$ cat config.mk
export PLATFORM = sky130hd
export DESIGN_NAME = paged_mem_ctrl_flat
export DESIGN_NICKNAME = d
export VERILOG_FILES = /design/src/rtl/paged_mem_ctrl_if.sv /design/src/rtl/paged_mem_ctrl.sv /design/src/flat_wrapper.sv
export SDC_FILE = /design/constraint.sdc
export NUM_CORES = 1
export LEC_CHECK = 0
export ABC_AREA = 1
export BUFFER_PORTS_ARGS = -buffer_cell sky130_fd_sc_hd__buf_2
export CAP_MARGIN = 20
export CORE_ASPECT_RATIO = 1.25
export CORE_MARGIN = 1
export CORE_UTILIZATION = 46
export CTS_CLUSTER_DIAMETER = 150
export DETAILED_ROUTE_END_ITERATION = 12
export PLACE_DENSITY = 0.73
export SLEW_MARGIN = 20
export SYNTH_ARGS = -nofsm -noshare
export SYNTH_HDL_FRONTEND = slang
export SYNTH_SLANG_ARGS = --single-unit
$ cat constraint.sdc
create_clock -name clk -period 1.85 [get_ports clk]
set_input_delay 0 -clock clk [delete_from_list [all_inputs] [get_ports clk]]
set_output_delay 0 -clock clk [all_outputs]
set_load 0.005 [all_outputs]
$ cat src/rtl/paged_mem_ctrl_if.sv
// CPU-side bus of the paged memory controller: access strobe, decoded selects and paging state.
interface paged_mem_ctrl_if #(
  parameter int ROM_BANKS = 16
);
  localparam int BW = $clog2(ROM_BANKS);

  logic          model;
  logic          cpu_req;
  logic [15:0]   cpu_a;
  logic          cpu_we;
  logic [7:0]    cpu_di;
  logic          cpu_ready;
  logic          ram_cs;
  logic          rom_cs;
  logic          ddr_cs;
  logic          mos_cs;
  logic [15:0]   io_cs;
  logic          fredjim_cs;
  logic [BW-1:0] rom_bank;
  logic          shadow;
  logic [7:0]    acccon_q;
  logic          slow_busy;

  modport master (
    output model, cpu_req, cpu_a, cpu_we, cpu_di,
    input  cpu_ready, ram_cs, rom_cs, ddr_cs, mos_cs, io_cs, fredjim_cs,
           rom_bank, shadow, acccon_q, slow_busy
  );

  modport slave (
    input  model, cpu_req, cpu_a, cpu_we, cpu_di,
    output cpu_ready, ram_cs, rom_cs, ddr_cs, mos_cs, io_cs, fredjim_cs,
           rom_bank, shadow, acccon_q, slow_busy
  );
endinterface

$ cat src/rtl/paged_mem_ctrl.sv
// Registered BBC/Master address decode with ROMSEL/ACCCON paging and 1 MHz bus stretching.
//   state | meaning
//   IDLE  | waiting for cpu_req
//   FAST  | selects valid, full-speed access
//   SLOW  | selects valid, stretched to a 1 MHz phase edge
//   DONE  | cpu_ready pulse, register writes commit
module paged_mem_ctrl #(
  parameter int ROM_BANKS = 16,
  parameter int EXT_BANKS = 8,
  parameter int DIV       = 32
) (
  input  logic              clk,
  input  logic              rst_n,
  paged_mem_ctrl_if.slave   bus
);
  localparam int BW     = $clog2(ROM_BANKS);
  localparam int CW     = $clog2(DIV);
  localparam int TW     = $clog2(DIV / 2 + 1);
  localparam int LAST_I = DIV - 1;
  localparam int HALF_I = DIV / 2;
  localparam logic [CW-1:0] LAST = LAST_I[CW-1:0];
  localparam logic [TW-1:0] HALF = HALF_I[TW-1:0];
  localparam logic [BW:0]   EXT  = EXT_BANKS[BW:0];

  typedef enum logic [1:0] {IDLE, FAST, SLOW, DONE} state_t;
  state_t state, state_nx;

  logic [CW-1:0] phase_cnt;
  logic          phase_edge;
  logic [TW-1:0] slow_tmr;
  logic          accept;

  logic [7:0]    off;
  logic          sheila, dec_fj, dec_slow, dec_romsel, dec_acccon;
  logic [20:0]   dec_sel, sel_q;

  logic          we_q, model_q, romsel_q, acccon_hit_q;
  logic [7:0]    di_q, acccon_r;
  logic [BW-1:0] rom_bank_q;
  logic          unused_addr;

  assign unused_addr = ^bus.cpu_a[1:0];
  assign accept      = (state == IDLE) && bus.cpu_req;
  assign phase_edge  = (phase_cnt == LAST);

  // Decode runs on the live request; only the results are latched.
  always_comb begin
    off        = bus.cpu_a[7:0];
    sheila     = (bus.cpu_a[15:8] == 8'hFE);
    dec_fj     = (bus.cpu_a[15:9] == 7'b1111110);
    dec_slow   = dec_fj ||
                 (sheila && ((off[7:5] == 3'b000) || (off[7:6] == 2'b01) ||
                             (!bus.model && off[7:5] == 3'b110)));
    dec_romsel = sheila && (off[7:4] == 4'h3) && (!bus.model || off[3:2] == 2'b00);
    dec_acccon = sheila && bus.model && (off[7:2] == 6'b001101);
    dec_sel    = '0;
    dec_sel[20] = !bus.cpu_a[15];
    dec_sel[19] = (bus.cpu_a[15:14] == 2'b10) && ({1'b0, rom_bank_q} <  EXT);
    dec_sel[18] = (bus.cpu_a[15:14] == 2'b10) && ({1'b0, rom_bank_q} >= EXT);
    dec_sel[17] = (bus.cpu_a[15:14] == 2'b11) && !dec_fj && !sheila;
    dec_sel[16] = dec_fj;
    if (sheila) dec_sel[15:0] = 16'h0001 << off[7:4];
  end

  always_ff @(posedge clk or negedge rst_n) begin
    if (!rst_n) state <= IDLE;
    else        state <= state_nx;
  end

  always_comb begin
    state_nx = state;
    case (state)
      IDLE:    if (bus.cpu_req) state_nx = dec_slow ? SLOW : FAST;
      FAST:    state_nx = DONE;
      SLOW:    if (phase_edge && slow_tmr == '0) state_nx = DONE;
      DONE:    state_nx = IDLE;
      default: state_nx = IDLE;
    endcase
  end

  always_comb begin
    bus.cpu_ready = (state == DONE);
    bus.slow_busy = (state == SLOW);
  end

  always_ff @(posedge clk or negedge rst_n) begin
    if (!rst_n) begin
      phase_cnt <= '0;
      slow_tmr  <= '0;
    end else begin
      phase_cnt <= phase_edge ? '0 : phase_cnt + CW'(1);
      if (accept)
        slow_tmr <= HALF;
      else if (state == SLOW && slow_tmr != '0)
        slow_tmr <= slow_tmr - TW'(1);
    end
  end

  always_ff @(posedge clk or negedge rst_n) begin
    if (!rst_n) begin
      sel_q        <= '0;
      we_q         <= 1'b0;
      di_q         <= '0;
      model_q      <= 1'b0;
      romsel_q     <= 1'b0;
      acccon_hit_q <= 1'b0;
      rom_bank_q   <= '0;
      acccon_r     <= '0;
    end else begin
      if (accept) begin
        sel_q        <= dec_sel;
        we_q         <= bus.cpu_we;
        di_q         <= bus.cpu_di;
        model_q      <= bus.model;
        romsel_q     <= dec_romsel;
        acccon_hit_q <= dec_acccon;
      end else if (state == DONE) begin
        sel_q <= '0;
        if (we_q && romsel_q)     rom_bank_q <= di_q[BW-1:0];
        if (we_q && acccon_hit_q) acccon_r   <= di_q;
      end
    end
  end

  assign bus.ram_cs     = sel_q[20];
  assign bus.rom_cs     = sel_q[19];
  assign bus.ddr_cs     = sel_q[18];
  assign bus.mos_cs     = sel_q[17];
  assign bus.fredjim_cs = sel_q[16];
  assign bus.io_cs      = sel_q[15:0];
  assign bus.rom_bank   = rom_bank_q;
  assign bus.acccon_q   = model_q ? acccon_r : 8'h00;
  assign bus.shadow     = model_q & acccon_r[2];
endmodule

$ cat src/flat_wrapper.sv
// flat-port wrapper written by rule: the top's interface ports become plain ports
module paged_mem_ctrl_flat 
#(
  parameter int ROM_BANKS = 16,
  parameter int EXT_BANKS = 8,
  parameter int DIV       = 32
)
  (clk, rst_n, bus_model, bus_cpu_req, bus_cpu_a, bus_cpu_we, bus_cpu_di, bus_cpu_ready, bus_ram_cs, bus_rom_cs, bus_ddr_cs, bus_mos_cs, bus_io_cs, bus_fredjim_cs, bus_rom_bank, bus_shadow, bus_acccon_q, bus_slow_busy);
  paged_mem_ctrl_if #(.ROM_BANKS(ROM_BANKS)) bus_i ();
  input  logic clk;
  input  logic rst_n;
  input wire logic [$bits(bus_i.model)-1:0] bus_model;
  input wire logic [$bits(bus_i.cpu_req)-1:0] bus_cpu_req;
  input wire logic [$bits(bus_i.cpu_a)-1:0] bus_cpu_a;
  input wire logic [$bits(bus_i.cpu_we)-1:0] bus_cpu_we;
  input wire logic [$bits(bus_i.cpu_di)-1:0] bus_cpu_di;
  output wire logic [$bits(bus_i.cpu_ready)-1:0] bus_cpu_ready;
  output wire logic [$bits(bus_i.ram_cs)-1:0] bus_ram_cs;
  output wire logic [$bits(bus_i.rom_cs)-1:0] bus_rom_cs;
  output wire logic [$bits(bus_i.ddr_cs)-1:0] bus_ddr_cs;
  output wire logic [$bits(bus_i.mos_cs)-1:0] bus_mos_cs;
  output wire logic [$bits(bus_i.io_cs)-1:0] bus_io_cs;
  output wire logic [$bits(bus_i.fredjim_cs)-1:0] bus_fredjim_cs;
  output wire logic [$bits(bus_i.rom_bank)-1:0] bus_rom_bank;
  output wire logic [$bits(bus_i.shadow)-1:0] bus_shadow;
  output wire logic [$bits(bus_i.acccon_q)-1:0] bus_acccon_q;
  output wire logic [$bits(bus_i.slow_busy)-1:0] bus_slow_busy;
  assign bus_i.model = bus_model;
  assign bus_i.cpu_req = bus_cpu_req;
  assign bus_i.cpu_a = bus_cpu_a;
  assign bus_i.cpu_we = bus_cpu_we;
  assign bus_i.cpu_di = bus_cpu_di;
  assign bus_cpu_ready = bus_i.cpu_ready;
  assign bus_ram_cs = bus_i.ram_cs;
  assign bus_rom_cs = bus_i.rom_cs;
  assign bus_ddr_cs = bus_i.ddr_cs;
  assign bus_mos_cs = bus_i.mos_cs;
  assign bus_io_cs = bus_i.io_cs;
  assign bus_fredjim_cs = bus_i.fredjim_cs;
  assign bus_rom_bank = bus_i.rom_bank;
  assign bus_shadow = bus_i.shadow;
  assign bus_acccon_q = bus_i.acccon_q;
  assign bus_slow_busy = bus_i.slow_busy;
  paged_mem_ctrl #(.ROM_BANKS(ROM_BANKS), .EXT_BANKS(EXT_BANKS), .DIV(DIV)) u_core (.clk(clk), .rst_n(rst_n), .bus(bus_i));
endmodule
Yosys cells after proc, flatten, opt, wreduce, memory -nomap -nowiden. Cells that the tools add are included.

Register bits: 57. Bits in latches: 0. Bits in writable memories: 0. Memory bits (read-only): 0. Input bits: 29. Output and inout port bits: 36. Word-level logic and storage cells: 76. Memories kept: 0.

Add/subtract/negate cells: 2. Multipliers: 0. Div/mod/pow operators: 0. $lt $le $gt $ge: 2. Eq/ne operators: 14. Shift-type cells: 1. Multiplexer cells: 11. Bitwise gates (word level): 2. Reductions and logical operators: 33.

Operators with widths (number): two-way mux 21 bit (2); two-way mux 16 bit (1); left shift 1 x 4 -> 16 bit (first input constant) (1); logical AND 1 bit (15); two-way mux 5 bit (3); == test 2 bit (second input constant) (4); == test 8 bit (second input constant) (1); two-way mux 8 bit (1); one-hot mux 2 bit (4 select lines) (1); == test 7 bit (second input constant) (1); == test 6 x 4 -> 1 bit (second input constant) (1); two-way mux 2 bit (3); AND reduction 3 bit (2); adder 5 x 1 -> 5 bit (second input constant) (1); == test 5 bit (second input constant) (1); logical NOT 5 bit (1); nonzero test 5 bit (1); subtractor 5 x 1 -> 5 bit (second input constant) (1); == test 2 x 1 -> 1 bit (second input constant) (2); == test 4 x 2 -> 1 bit (second input constant) (1); greater-or-equal comparator 4 bit (second input constant) (1); logical NOT 1 bit (4); logical NOT 2 bit (2); logical OR 1 bit (4); other kinds (9) (10).

Depth between registers and ports, before layout. Gate-level depths: netlist of the first run.

Word-level depth: 8. Mapped depth: 10. Gate-level depth less buffers: 10.

Least setup slack after synthesis of the first run. No wires, ideal clock.

Kind: register to register. From: register u_core.phase_cnt[0]. To: register u_core.state[0]. Library setup time: 0.116 ns. Arrival time: 1.303 ns. Required time: 1.734 ns. Slack: 0.431 ns. Cell stages (with the launch flop): 11. Buffers on the path: 0. Clock period less this slack: 1.419 ns. Path through: dfrtp_1 ha_1 nand2_1 nor2_1 ha_1 o21ai_0 inv_1 nand2_1 nor2_1 nand2_1 nand2_1.

Cells in the longest elaborated chain, start to end: 4.

RTL lines: start: declaration (RTL line paged_mem_ctrl.sv:28) `logic [CW-1:0] phase_cnt;`; start signal: assignment (RTL line paged_mem_ctrl.sv:91) `phase_cnt <= phase_edge ? '0 : phase_cnt + CW'(1);`; == test 5 bit (RTL line paged_mem_ctrl.sv:44) `assign phase_edge = (phase_cnt == LAST);`; logical AND 1 bit (RTL line paged_mem_ctrl.sv:75) `SLOW: if (phase_edge && slow_tmr == '0) state_nx = DONE;`; inequality test 2 x 1 -> 1 bit (no source line); AND reduction 2 bit (no source line); end signal: assignment (RTL line paged_mem_ctrl.sv:67) `else state <= state_nx;`; end: declaration (RTL line paged_mem_ctrl.sv:26) `state_t state, state_nx;`.

No other way between the ends. A chain may end at the register's enable or synchronous reset.

Final worst setup path of the first run.
From: register u_core.state[1]. To: register u_core.acccon_hit_q.

Cells in the longest elaborated chain, start to end: 2.

RTL lines: logical NOT 2 bit (RTL line paged_mem_ctrl.sv:43) `assign accept = (state == IDLE) && bus.cpu_req;`; logical AND 1 bit (RTL line paged_mem_ctrl.sv:43); end signal: assignment (RTL line paged_mem_ctrl.sv:116) `acccon_hit_q <= dec_acccon;`; end: declaration (RTL line paged_mem_ctrl.sv:37) `logic we_q, model_q, romsel_q, acccon_hit_q;`.

No other way between the ends.

==> impl_metrics.env, run 1 <==
export IMPL_pre_cts_ws_ns=0.125
export IMPL_fp_dieArea_um2=5890
export IMPL_antenna_left=0
export IMPL_worst_slack_ns=0.283
export IMPL_place_area_um2=2950
export IMPL_start_util=0.475
export IMPL_cp_end_kind="flip-flop"
export IMPL_synth_yosys_seq_area_share=0.556
export IMPL_clk_pin_slew_worst_paths_ns=0.06
export IMPL_drive_gt1_frac=0.249
export IMPL_fin_skew_ns=0.00597
export IMPL_dr_wl_met3_um=217
export IMPL_yosys_warnings=0
export IMPL_cts_root_buf="clkbuf_8"
export IMPL_netlist_top_cells_count="nand2_1, dfrtp_1, inv_1"
export IMPL_setup_viol=0
export IMPL_worstReg2RegStart="u_core.state[1]"
export IMPL_ir_drop_uv=637
export IMPL_synth_edf_count=0
export IMPL_post_route_min_period_ns=1.57
export IMPL_synthCells=288
export IMPL_critPathArrivalTime_ns=1.83
export IMPL_yosys_cell_count_top_type="nand2_1"
export IMPL_synth_seq_cells=57
export IMPL_async_flop_share=1.00
export IMPL_netlist_top_cells_area="dfrtp_1, nand2_1, o21ai_1"
export IMPL_power_density_nw_per_um2=1100
export IMPL_cp_required_ns=2.11
export IMPL_relSlewSlack=0.664
export IMPL_hold_start="bus_cpu_a[7]"
export IMPL_finalMaxSlewViolations=0
export IMPL_cts_buffer_depth=2
export IMPL_max_freq_mhz=638
export IMPL_outcome="finished, violations left"
export IMPL_synth_area_per_cell_um2=8.91
export IMPL_hp_class="input port to flip-flop"
export IMPL_tightest_slew_ns=0.504
export IMPL_gr_total_overflow=0
export IMPL_p_leak_nw=1.79
export IMPL_synth_top_flop_cell="dfrtp_1"
export IMPL_area_growth_pct=29.5
export IMPL_hold_depth=4
export IMPL_nNetsFinal=410
export IMPL_grt_max_degree=37
export IMPL_io_pins=65
export IMPL_track_usage=0.196
export IMPL_fin_area_um2=3330
export IMPL_port_buffers=62
export IMPL_gp_congestion=0.780
export IMPL_r2r_setup_slack_ns=0.28
export IMPL_rr_worst_depth=9
export IMPL_fin_crit_sh=0.847
export IMPL_yosysUniqueCellTypes=31
export IMPL_yosysTopAreaCellShare=0.556
export IMPL_drc=1
export IMPL_dieHeight_um=85.5
export IMPL_yosys_area_top_type="dfrtp_1"
export IMPL_rsz0062_at_grt="false"
export IMPL_cts_buffers=9
export IMPL_finalSetupTns_ns=0
export IMPL_clock_sinks=57
export IMPL_first_global_vias=1982
export IMPL_h_tree_depth=3
export IMPL_core_area_um2=5410
export IMPL_drt_wirelength_per_cell_um=11.7
export IMPL_dp_cells=409
export IMPL_worstPathMaxFanout=22
export IMPL_layout_cells_non_filler=442
export IMPL_drt_iter0_drc=104
export IMPL_wl_met1_mm=2.24
export IMPL_routed_via_density=4.79
export IMPL_hpwl_mm=3.61
export IMPL_holdPathEnd="u_core.acccon_hit_q"
export IMPL_floorplan_rows=30
export IMPL_top_layer="met4"
export IMPL_met2_length_mm=2.57
export IMPL_crit_type="flip-flop to flip-flop"
export IMPL_drt_first_pass_iters=8
export IMPL_cp_start_kind="flip-flop"
export IMPL_violations="design-rule violations"
export IMPL_antenna_found_initial=0
export IMPL_die_w_um=68.8
export IMPL_cts_tree="yes"
export IMPL_synth_area_um2=2570
export IMPL_hold_violations=0
export IMPL_drt_wl_total_mm=5.15
export IMPL_diodes=0
export IMPL_r2r_end="u_core.acccon_hit_q"
export IMPL_crit_start="u_core.state[1]"
export IMPL_insertion_delay_ns=0.33
export IMPL_synth_nets=324
export IMPL_grt_pass1_wl_mm=8.39
export IMPL_drv_cap=0
export IMPL_holdWs_ns=0.0207
export IMPL_vias=2117
-- registers in the layout (all words and copies together) (netlist names) --
signal	count
u_core.acccon_hit_q	1
u_core.bus.rom_bank	4
u_core.di_q	8
u_core.sel_q	21
u_core.romsel_q	1
u_core.phase_cnt	5
u_core.we_q	1
u_core.state	2
u_core.slow_tmr	5
u_core.acccon_r	8
u_core.model_q	1
-- power by group --
| part | internal [mW] | leakage, nW | total (mW) | switching [mW] |
|---|---|---|---|---|
| registers | 1.45 | 0.757 | 1.55 | 0.106 |
| logic | 0.354 | 0.929 | 0.974 | 0.620 |
| clock network | 0.683 | 0.102 | 1.14 | 0.457 |
-- worst max path at each step --
| stage | slack, ns | to | cells after the start |
|---|---|---|---|
| 6_report | 0.28 | u_core.acccon_hit_q | 9 |
| 5_1_grt | 0.12 | u_core.state[0] | 10 |
| 4_1_cts | 0.10 | u_core.sel_q[3] | 7 |
| 3_5_place_dp | 0.13 | u_core.sel_q[1] | 7 |
| 3_3_place_gp | 0.14 | u_core.sel_q[2] | 7 |
| 2_1_floorplan | 0.43 | u_core.state[0] | 10 |
-- logic make-up after synthesis --
family | after synthesis | synth area share
XOR/XNOR | 1 | 0.00341
flip-flops | 57 | 0.556
AND/OR/NAND/NOR | 129 | 0.233
adder cells (fa/ha/maj) | 7 | 0.0341
AO/OA/AOI/OAI | 49 | 0.0970
buffers and inverters | 45 | 0.0765
-- critical path, stage by stage (launching register included) --
cell and delay, ns:
dfrtp_1 0.42, inv_1 0.09, ha_1 0.21, nand2_4 0.11
inv_6 0.07, buf_4 0.27, nand2_2 0.08, nor2_1 0.10
nand3_1 0.08, nand2_1 0.07
-- what timing repair did --
| action | in CTS | in global routing |
|---|---|---|
| hold buffers | 18 | 0 |
| resized for setup | 0 | 1 |
| setup buffers | 0 | 0 |
| endpoints found under the setup margin | 0 | 20 |
| endpoints found under the hold margin | 42 | 0 |
-- metrics by stage --
stage / util / power [mW]
after floorplan: - / 2.26
after global routing: 0.615 / 3.92
final: 0.615 / 3.67
after CTS: 0.614 / 3.71
after detailed placement: 0.545 / 2.52
after global placement: 0.545 / 2.48
-- final cells by class --
type	instances	area [µm²]
Clock buffer	12	155
Sequential cell	57	1430
Timing Repair Buffer	83	526
Clock inverter	3	40.0
Multi-Input combinational cell	186	950
Fill cell	493	2080
Inverter	37	149
Tap cell	64	80.1
-- placed cells by master, fill, tap and decap left out, types with 3 or more instances in the layout --
cell,netlist,layout
o21ai_1,28,28
nand2_2,3,3
nand3_1,16,16
nor2_4,2,3
nand2_1,86,86
o21ai_0,18,18
nor2_1,10,10
inv_1,33,33
dfrtp_1,57,57
buf_2,5,62
ha_1,7,7
dlygate4sd3_1,0,18
clkbuf_8,0,11
-- routing by layer --
layer  vias to the layer above  track usage
li1                       1078            -
met1                       974        0.226
met2                        54        0.323
met3                        11       0.0585
met4                         0       0.0965
met5                         -            0
Power figures use the tool's default switching activity.
==> run 2, diff against run 1 <==
Clock period 1.85 ns to 1.5 ns, I/O delays scaled along.
==> impl_metrics.env, run 2 (same netlist as run 1, synthesis figures left out) <==
export IMPL_finalMaxSlewViolations=0
export IMPL_track_usage=0.209
export IMPL_drc=1
export IMPL_drt_wirelength_per_cell_um=12.3
export IMPL_power_mw=5.28
export IMPL_holdWs_ns=0.0106
export IMPL_cp_start_kind="flip-flop"
export IMPL_reg_largest_list="u_core.sel_q (21), u_core.acccon_r (8), u_core.di_q (8)"
export IMPL_fin_skew_ns=0.0103
export IMPL_max_freq_mhz=680
export IMPL_routed_via_density=4.86
export IMPL_hold_start="bus_cpu_a[7]"
export IMPL_antenna_left=0
export IMPL_worstPathMaxFanout=12
export IMPL_relSlewSlack=0.759
export IMPL_layout_cells_non_filler=449
export IMPL_drt_wl_total_mm=5.54
export IMPL_mostFrequentLayoutCells="nand2_1, buf_2, dfrtp_1, inv_1, o21ai_1"
export IMPL_hold_depth=4
export IMPL_floorplan_rows=30
export IMPL_place_area_um2=2970
export IMPL_grt_pass1_wl_mm=9.03
export IMPL_cp_required_ns=1.77
export IMPL_crit_type="flip-flop to flip-flop"
export IMPL_finish_utilization=0.650
export IMPL_p_leak_nw=1.85
export IMPL_tightest_slew_ns=0.361
export IMPL_nNetsFinal=416
export IMPL_vias=2182
export IMPL_port_buffers=62
export IMPL_cts_buffers=9
export IMPL_fp_dieArea_um2=5890
export IMPL_largest_reg_flops=21
export IMPL_core_area_um2=5410
export IMPL_rr_worst_depth=8
export IMPL_gp_congestion=0.757
export IMPL_drt_first_pass_iters=8
export IMPL_critPathArrivalTime_ns=1.74
export IMPL_fin_area_um2=3510
export IMPL_area_growth_pct=36.7
export IMPL_diodes=0
export IMPL_hpwl_mm=3.69
export IMPL_hold_violations=0
export IMPL_outcome="finished, violations left"
export IMPL_fillers=464
export IMPL_ir_drop_uv=771
export IMPL_io_pins=65
export IMPL_setup_viol=0
export IMPL_h_tree_depth=3
export IMPL_cpMaxStageDelayCell="dfrtp_1"
export IMPL_cts_tree="yes"
export IMPL_final_common_cell="nand2_1"
export IMPL_top_register="u_core.sel_q"
export IMPL_violations="design-rule violations"
export IMPL_clk_pin_slew_worst_paths_ns=0.07
export IMPL_antenna_found_initial=0
export IMPL_cts_root_buf="clkbuf_8"
export IMPL_crit_start="u_core.state[1]"
export IMPL_gr_total_overflow=0
export IMPL_drive_gt1_frac=0.281
export IMPL_grt_max_degree=45
export IMPL_start_util=0.475
export IMPL_drt_iter0_drc=131
export IMPL_dieHeight_um=85.5
export IMPL_fin_crit_sh=0.980
export IMPL_cp_end_kind="flip-flop"
export IMPL_max_stage_delay_ns=0.44
export IMPL_dp_cells=411
export IMPL_post_route_min_period_ns=1.47
export IMPL_drv_cap=0
export IMPL_insertion_delay_ns=0.34
export IMPL_path_cells="inv_2, ha_4, nand2_8, inv_8, nor2_4, clkbuf_16, nand2_1, o21ai_1"
export IMPL_cts_buffer_depth=2
export IMPL_worstReg2RegStart="u_core.state[1]"
export IMPL_clock_sinks=57
export IMPL_hp_class="input port to flip-flop"
export IMPL_first_global_vias=2136
export IMPL_power_density_nw_per_um2=1500
export IMPL_die_w_um=68.8
==> run 2: where the power goes <==
part           internal [mW]  switching (mW)
clock                   1.15           0.605
combinational          0.708           0.891
sequential              1.78           0.141
==> run 2: worst paths after layout <==
check / slack, ns / to
max: 0.03 / u_core.sel_q[15]
min: 0.01 / u_core.acccon_hit_q
max reg2reg: 0.03 / u_core.sel_q[15]
min reg2reg: 0.46 / u_core.phase_cnt[0]
max in group asynchronous: 0.85 / u_core.acccon_r[7]
min in group asynchronous: 0.11 / u_core.phase_cnt[3]
==> run 2: per-layer routing <==
| metal | track usage | part of all wire | routed length, µm |
|---|---|---|---|
| met4 | 0.126 | 0.017 | 94 |
| met2 | 0.331 | 0.50 | 2800 |
| met1 | 0.258 | 0.44 | 2440 |
| met5 | 0 | 0 | 0 |
| met3 | 0.0426 | 0.038 | 209 |
==> run 2: worst max-delay path: cells and delay by family (launching register included) <==
family / cells / cell delay, ns
DFF: 1 / 0.44
and+or+nand+nor: 3 / 0.36
buffers and inverters: 3 / 0.33
adders and majority gates: 1 / 0.18
AOI/OAI and AO/OA: 1 / 0.08
==> run 2: cell type report <==
| cell class | count | area [µm²] | area share |
|---|---|---|---|
| flip-flops and latches | 57 | 1430 | 0.406 |
| clock buffers | 11 | 141 | 0.0403 |
| inverters | 37 | 151 | 0.0431 |
| clock inverters | 5 | 103 | 0.0292 |
| multi-input cells | 186 | 991 | 0.282 |
| repair buffers | 89 | 618 | 0.176 |
| well taps | 64 | 80.1 | 0.0228 |
==> run 2: stage by stage <==
step	setup TNS, ns	worst slack, ns
final	0	0.0300
after global routing	-0.249	-0.0408
after CTS	0	0.0172
after detailed placement	-0.0424	-0.0219
after global placement	0	0.0561
after floorplan	0	0.0807
==> run 2: timing repair <==
| item | 4_1_cts | 5_1_grt |
|---|---|---|
| gates cloned | 0 | 2 |
| setup endpoints to repair | 2 | 41 |
| resized for setup | 1 | 12 |
| hold buffers | 18 | 0 |
| setup buffers | 0 | 2 |
| endpoints found under the hold margin | 80 | 0 |
| pin swaps | 0 | 3 |
==> run 3, diff against run 2 <==
Settings changed: CORE_UTILIZATION 46 to 45, PLACE_DENSITY 0.73 to 0.69, SLEW_MARGIN 20 to unset.
==> impl_metrics.env, run 3 (same netlist as run 1, synthesis figures left out) <==
export IMPL_max_stage_delay_ns=0.42
export IMPL_cts_tree="yes"
export IMPL_hp_class="input port to flip-flop"
export IMPL_h_tree_depth=3
export IMPL_r2r_end="u_core.acccon_r[6]"
export IMPL_cts_buffer_depth=2
export IMPL_final_common_cell="nand2_1"
export IMPL_power_mw=4.73
export IMPL_worstReg2RegStart="u_core.state[1]"
export IMPL_fillers=467
export IMPL_reg_largest_list="u_core.sel_q (21), u_core.acccon_r (8), u_core.di_q (8)"
export IMPL_rr_worst_depth=6
export IMPL_drive_gt1_frac=0.297
export IMPL_drt_iter0_drc=131
export IMPL_io_pins=65
export IMPL_endpoint="u_core.acccon_r[6]"
export IMPL_routed_via_density=4.78
export IMPL_vias=2154
export IMPL_area_growth_pct=34.7
export IMPL_dieHeight_um=86.5
export IMPL_drt_first_pass_iters=4
export IMPL_antenna_left=0
export IMPL_track_usage=0.190
export IMPL_die_w_um=69.6
export IMPL_crit_type="flip-flop to flip-flop"
export IMPL_cts_buffers=9
export IMPL_largest_reg_flops=21
export IMPL_rsz0062_at_grt="false"
export IMPL_cts_root_buf="clkbuf_8"
export IMPL_start_util=0.468
export IMPL_nNetsFinal=419
export IMPL_top_register="u_core.sel_q"
export IMPL_critPathArrivalTime_ns=1.61
export IMPL_first_global_vias=2087
export IMPL_finalMaxSlewViolations=0
export IMPL_antenna_found_initial=0
export IMPL_relSlewSlack=0.800
export IMPL_crit_start="u_core.state[1]"
export IMPL_mostFrequentLayoutCells="nand2_1, buf_2, dfrtp_1, inv_1, o21ai_1"
export IMPL_diodes=0
export IMPL_hold_depth=3
export IMPL_worstPathMaxFanout=8
export IMPL_cp_end_kind="flip-flop"
export IMPL_outcome="complete, no violations"
export IMPL_path_cells="ha_2, nand2_1, clkinv_1, nand3_2, nand2_1, o21ai_1"
export IMPL_cp_start_kind="flip-flop"
export IMPL_max_freq_mhz=713
export IMPL_clk_pin_slew_worst_paths_ns=0.06
export IMPL_p_leak_nw=1.83
export IMPL_insertion_delay_ns=0.32
export IMPL_power_density_nw_per_um2=1370
export IMPL_core_area_um2=5480
export IMPL_cpMaxStageDelayCell="dfrtp_1"
export IMPL_r2r_setup_slack_ns=0.1
export IMPL_port_buffers=62
export IMPL_floorplan_rows=30
export IMPL_hold_violations=0
export IMPL_hpwl_mm=3.51
export IMPL_fp_dieArea_um2=6010
export IMPL_post_route_min_period_ns=1.40
export IMPL_pre_cts_ws_ns=-0.00445
export IMPL_gp_congestion=0.771
export IMPL_ir_drop_uv=795
export IMPL_gr_total_overflow=0
export IMPL_fin_crit_sh=0.935
export IMPL_fin_skew_ns=0.00481
export IMPL_cp_required_ns=1.71
export IMPL_crit_top_cell="nand2_1"
export IMPL_clock_sinks=57
export IMPL_drt_wirelength_per_cell_um=11.9
export IMPL_tightest_slew_ns=0.300
export IMPL_drt_wl_total_mm=5.38
export IMPL_worst_slack_ns=0.0975
export IMPL_setup_viol=0
export IMPL_drv_cap=0
export IMPL_grt_pass1_wl_mm=8.98
export IMPL_drc=0
export IMPL_grt_max_degree=58
run 3: routing by layer:
metal / track usage / vias up / wire [µm]
met5: 0 / - / 0
met4: 0.0965 / 0 / 101
met3: 0.0384 / 9 / 193
met2: 0.322 / 51 / 2660
met1: 0.230 / 985 / 2420
li1: - / 1109 / -
run 3: worst max-delay path: cells and delay by family (launching register included):
family / cells / cell delay (ns)
AND/OR/NAND/NOR: 3 / 0.37
buffers and inverters: 1 / 0.14
adder cells (fa/ha/maj): 1 / 0.29
AO/OA/AOI/OAI: 1 / 0.06
flip-flops: 1 / 0.42
run 3: worst min-delay path by stage:
stage                             from             endpoint  slack, ns
after global routing      bus_cpu_a[5]     u_core.sel_q[10]       0.03
after detailed placement         rst_n      u_core.sel_q[8]       0.02
after global placement           rst_n      u_core.sel_q[0]       0.02
after CTS                 bus_cpu_a[5]     u_core.sel_q[14]      0.002
final                     bus_cpu_a[5]     u_core.sel_q[14]       0.01
after floorplan                  rst_n  u_core.acccon_hit_q      -0.30
run 3: final cells by class:
class | count | area [µm²] | share of cell area
clock inverter | 3 | 15.0 | 0.00434
sequential | 57 | 1430 | 0.412
clock buffer | 12 | 165 | 0.0478
inverter | 37 | 151 | 0.0438
timing repair buffer | 91 | 603 | 0.174
tap | 64 | 80.1 | 0.0232
multi-input combinational | 187 | 1020 | 0.294
run 3: repair_timing:
item,4_1_cts,5_1_grt
hold buffers,17,0
buffers inserted,0,4
endpoints found under the setup margin,2,43
resized for setup,1,20
pin swaps,0,2
endpoints found under the hold margin,73,0
gates cloned,0,2
run 3: per-stage QoR:
step / instance area [µm²] / hold WS (ns) / setup TNS [ns] / util / cells
after CTS: 3330 / 0.00242 / 0 / 0.607 / 445
after global routing: 3460 / 0.0273 / 0 / 0.631 / 451
final: 3460 / 0.0132 / 0 / 0.631 / 451
after detailed placement: 2980 / 0.0227 / -0.00657 / 0.543 / 413
after floorplan: 2570 / -0.296 / 0 / - / 288
after global placement: 2980 / 0.0213 / 0 / 0.543 / 413
run 3: power breakdown:
part / internal [mW] / total (mW) / switching (mW)
clock: 0.716 / 1.28 / 0.569
combinational: 0.636 / 1.52 / 0.882
sequential: 1.79 / 1.93 / 0.143
total: 3.14 / 4.73 / 1.59
